$ cat src/rtl/debounced_counter.sv
// Up/down counter driven by two raw push-buttons, each synchronised and debounced.
// Optional hold-to-repeat is built when DEBOUNCED_COUNTER_AUTO_REPEAT_EN is defined.
module debounced_counter #(
  parameter int WIDTH     = 8,
  parameter int DB_CYCLES = 16,
  parameter int SATURATE  = 0
`ifdef DEBOUNCED_COUNTER_AUTO_REPEAT_EN
  ,
  parameter int REPEAT_DELAY  = 64,
  parameter int REPEAT_PERIOD = 16
`endif
) (
  input  logic             clk,
  input  logic             reset,
  input  logic             btn_up,
  input  logic             btn_down,
  input  logic             load,
  input  logic [WIDTH-1:0] load_value,
  output logic [WIDTH-1:0] count,
  output logic             carry,
  output logic             at_max,
  output logic             at_min
);

  localparam logic [15:0]      DB_LAST  = 16'(DB_CYCLES - 1);
  localparam logic [WIDTH-1:0] ALL_ONES = '1;

  // Bit 0 is the up button, bit 1 the down button throughout.
  logic [1:0]  raw;
  logic [1:0]  sync1, sync2;
  logic [1:0]  level, level_q;
  logic [1:0]  event_c, event_q;
  logic [15:0] db_cnt [2];

  assign raw = {btn_down, btn_up};

  always_ff @(posedge clk) begin
    if (reset) begin
      sync1   <= '0;
      sync2   <= '0;
      level   <= '0;
      level_q <= '0;
      event_q <= '0;
      for (int i = 0; i < 2; i++) db_cnt[i] <= '0;
    end else begin
      sync1   <= raw;
      sync2   <= sync1;
      level_q <= level;
      event_q <= event_c;
      // Any cycle agreeing with the accepted level restarts the stability run.
      for (int i = 0; i < 2; i++) begin
        if (sync2[i] == level[i]) begin
          db_cnt[i] <= '0;
        end else if (db_cnt[i] == DB_LAST) begin
          level[i]  <= ~level[i];
          db_cnt[i] <= '0;
        end else begin
          db_cnt[i] <= db_cnt[i] + 16'd1;
        end
      end
    end
  end

`ifdef DEBOUNCED_COUNTER_AUTO_REPEAT_EN
  localparam logic [15:0] RPT_FIRST = 16'(REPEAT_DELAY - 1);
  localparam logic [15:0] RPT_NEXT  = 16'(REPEAT_PERIOD - 1);

  logic [15:0] rpt_cnt [2];

  always_ff @(posedge clk) begin
    for (int i = 0; i < 2; i++) begin
      if (reset) begin
        rpt_cnt[i] <= '0;
      end else if (level[i] & ~level_q[i]) begin
        rpt_cnt[i] <= RPT_FIRST;
      end else if (level[i]) begin
        rpt_cnt[i] <= (rpt_cnt[i] == '0) ? RPT_NEXT : rpt_cnt[i] - 16'd1;
      end
    end
  end

  // A repeat fires only once the level has been high for at least one cycle,
  // so the press cycle itself never double-counts.
  always_comb begin
    event_c = '0;
    for (int i = 0; i < 2; i++) begin
      event_c[i] = (level[i] & ~level_q[i]) |
                   (level[i] & level_q[i] & (rpt_cnt[i] == '0));
    end
  end
`else
  assign event_c = level & ~level_q;
`endif

  logic up_ev, dn_ev;
  assign up_ev = event_q[0] & ~event_q[1];
  assign dn_ev = event_q[1] & ~event_q[0];

  always_ff @(posedge clk) begin
    if (reset) begin
      count <= '0;
      carry <= 1'b0;
    end else if (load) begin
      count <= load_value;
      carry <= 1'b0;
    end else if (up_ev) begin
      carry <= (count == ALL_ONES);
      if (count != ALL_ONES || SATURATE == 0) count <= count + WIDTH'(1);
    end else if (dn_ev) begin
      carry <= (count == '0);
      if (count != '0 || SATURATE == 0) count <= count - WIDTH'(1);
    end else begin
      carry <= 1'b0;
    end
  end

  assign at_max = (count == ALL_ONES);
  assign at_min = (count == '0);

endmodule

$ cat config.mk
export PLATFORM = sky130hd
export DESIGN_NAME = debounced_counter
export DESIGN_NICKNAME = d
export VERILOG_FILES = /design/src/rtl/debounced_counter.sv
export SDC_FILE = /design/constraint.sdc
export NUM_CORES = 1
export LEC_CHECK = 0
export BUFFER_PORTS_ARGS = -buffer_cell sky130_fd_sc_hd__buf_2
export CAP_MARGIN = 10
export CORE_MARGIN = 2
export CORE_UTILIZATION = 64
export DETAILED_ROUTE_END_ITERATION = 8
export PLACE_DENSITY = 0.85
export SKIP_CTS_REPAIR_TIMING = 1
export SLEW_MARGIN = 15
export SYNTH_ARGS = -nofsm -noshare
export SYNTH_HDL_FRONTEND = slang
export SYNTH_SLANG_ARGS = --single-unit
$ cat constraint.sdc
create_clock -name clk -period 4.5 [get_ports clk]
set_input_delay 0.45 -clock clk [delete_from_list [all_inputs] [get_ports clk]]
set_output_delay 0.45 -clock clk [all_outputs]
set_load 0.02 [all_outputs]
==> out/metrics.yaml <==
cts.sinks: 51
drive_gt1_share_pct: 10.1
fmax_mhz: 427
multi_input_area_sq_um: 1480
worstMarginPinSlew_ns: 0.832
insertion_delay_ns: 0.30
crit_fanout: 8
yosysTopAreaCellShare_pct: 34.6
final_common_cell: "nor2_1"
grt_max_degree: 23
startpoint_type: "register"
whs_endpoint: "sync1[0]"
routabilityCongestion: 0.877
worstSetupPathType: "reg -> reg"
drt-initial-drc-count: 111
yosysUniqueCellTypes: 48
grt_use_total_pct: 23.8
max-vdd-ir-drop_uv: 207
grt_pass1_wl_um: 9370
yosys.area.top_type: "edfxtp_1"
hold_path.startpoint: "btn_up"
antenna_found_initial: 0
netlist_area_sq_um: 2780
vias: 2189
finalSetupViolCount: 0
grt_pass1_vias: 2172
r2r-start: "event_q[0]"
layout.nets: 347
synth_edf_count: 32
cp_cell_sequence: "nor2b_1, inv_1, ha_1, a21oi_1, o21ai_1, a2111oi_0, o32ai_1"
die_x_um: 69.9
synth_seq_cells: 51
critical-path-top-delay-family: "compound AO/OA/AOI/OAI gates"
r2r_end: "count[6]"
period_share_pct: 52.0
synth_area_leaders: "edfxtp_1 (35%), dfxtp_1 (14%), xor2_1 (6.3%)"
clockRootBuffer: "clkbuf_8"
fillers: 310
wl_per_cell_um: 14.4
synth_ff_type: "edfxtp_1"
min_path_type: "in -> reg"
clk_path_buf_depth: 2
rsz0062_at_grt: "false"
p_total_uw: 935
cpPeakStageDelay_ns: 0.41
viasPerCell: 5.82
status: "finished clean"
seq_area_sq_um: 1340
p_leak_nw: 1.24
yosys_warnings: 0
finalCriticalPeriod_ns: 2.34
r2r_cells: 7
maxSlewViolCount: 0
hold_viol: 0
drt_wl_total_um: 5400
synth-seq-area-share_pct: 48.2
htreeDepth: 2
antenna_cells: 0
syn-instance-count: 276
async_flop_share_pct: 0
drtAntennaViolNets: 0
tritoncts: "built"
crit_slowest_cell: "dfxtp_1"
arrival_ns: 2.52
cap_violations: 0
port_buffers: 23
row_count: 23
numCtsBuffers: 5
relSlewSlack_pct: 44.3
required_ns: 4.68
clkSlewWorstSetupHoldPaths_ns: 0.10
layout_common_cells: "nor2_1 (34), edfxtp_1 (32), conb_1 (32)"
die_h_um: 69.9
die-area_sq_um: 4890
finClkSkew_ns: 0.00535
io_pins: 24
reg2reg_slack_ns: 2.16
drt_pass1_iterations: 4
p_per_area_nw_per_um2: 300
setup_tns_ns: 0
endpoint_kind: "register"
syn_to_final_growth_pct: 12.3
crit_buf_inv: 1
dp_hpwl_um: 3850
hold_path_depth: 2
core_area_sq_um: 4090
avgSynthCellArea_sq_um: 10.1
route.detailed.drc: 0
overflow: 0
start_util_pct: 68.0
registers in the layout, indices dropped and copies added, names as in the netlist:
register / count
level: 2
db_cnt: 32
event_q: 2
count: 8
level_q: 2
sync1: 2
carry: 1
sync2: 2
power by group:
| group | leakage [nW] | switching, mW | total, mW | internal [mW] |
|---|---|---|---|---|
| sequential | 0.486 | 0.0227 | 0.538 | 0.515 |
| clock | 0.0530 | 0.161 | 0.306 | 0.145 |
| combinational | 0.697 | 0.0528 | 0.0912 | 0.0384 |
final cells by class:
| type | instances | share of cell area [%] |
|---|---|---|
| multi-input cells | 241 | 47.5 |
| flip-flops and latches | 51 | 42.9 |
| repair buffers | 23 | 3.69 |
| clock buffers | 6 | 3.00 |
| well taps | 50 | 2.00 |
| clock inverters | 2 | 0.521 |
| inverters | 3 | 0.361 |
cells by family (layout without fill, tap and decap cells):
group | count (synthesis) | in the layout | synth area share (%)
multiplexers | 5 | 5 | 1.85
other | 1 | 32 | 0.135
AO/OA/AOI/OAI | 36 | 36 | 8.24
buffers and inverters | 15 | 34 | 2.61
AND/OR/NAND/NOR | 130 | 130 | 25.5
flip-flops | 51 | 51 | 48.2
XOR/XNOR | 29 | 29 | 9.14
adder cells (fa/ha/maj) | 9 | 9 | 4.32
metal layers:
layer | share of wire [%] | up-vias | global-route usage [%] | routed length [um]
met3 | 3.1 | 8 | 5.05 | 166
met1 | 44 | 1051 | 29.6 | 2350
met5 | 0 | - | 0 | 0
li1 | - | 1084 | - | -
met2 | 52 | 46 | 40.5 | 2790
met4 | 1.5 | 0 | 8.97 | 83
synth_stat cells, types with 2 or more instances:
library cell / n
a2111oi_0: 2
a21o_1: 3
a21oi_1: 13
and2_1: 5
and3_1: 7
and4_1: 6
buf_2: 4
clkbuf_1: 5
dfxtp_1: 19
edfxtp_1: 32
ha_1: 8
inv_1: 3
mux2i_1: 4
nand2_1: 14
nand3_1: 10
nand3b_1: 2
nand4_1: 14
nor2_1: 34
nor2b_1: 10
nor3_1: 7
nor4_1: 7
o21ai_0: 6
o31ai_1: 2
or3_1: 6
or4_1: 3
xnor2_1: 9
xor2_1: 20
per-stage QoR:
stage	setup WS, ns	instance area (sq um)	utilization [%]	hold WS, ns	std cells
final	2.16	3120	76.4	0.351	376
after global routing	1.95	3120	76.4	0.356	376
after global placement	2.34	3010	73.7	0.374	368
after CTS	2.21	3120	76.4	0.348	376
after floorplan	2.45	2900	-	0.367	307
after detailed placement	2.23	3010	73.7	0.373	368
worst reg2reg max path: stages, from the launching register on:
cell,delay [ns]
dfxtp_1,0.41
nor2b_1,0.26
inv_1,0.20
ha_1,0.37
a21oi_1,0.31
o21ai_1,0.13
a2111oi_0,0.39
o32ai_1,0.14
how the worst max path moves through the flow:
stage	startpoint	endpoint	slack [ns]	cells after the start
after floorplan	event_q[0]	count[4]	2.45	7
after global placement	event_q[0]	count[4]	2.34	7
final	event_q[0]	count[6]	2.16	7
after detailed placement	event_q[0]	count[6]	2.23	7
after CTS	event_q[0]	count[6]	2.21	7
after global routing	event_q[0]	count[6]	1.95	7
No activity file was read; power rests on OpenSTA's default activity.
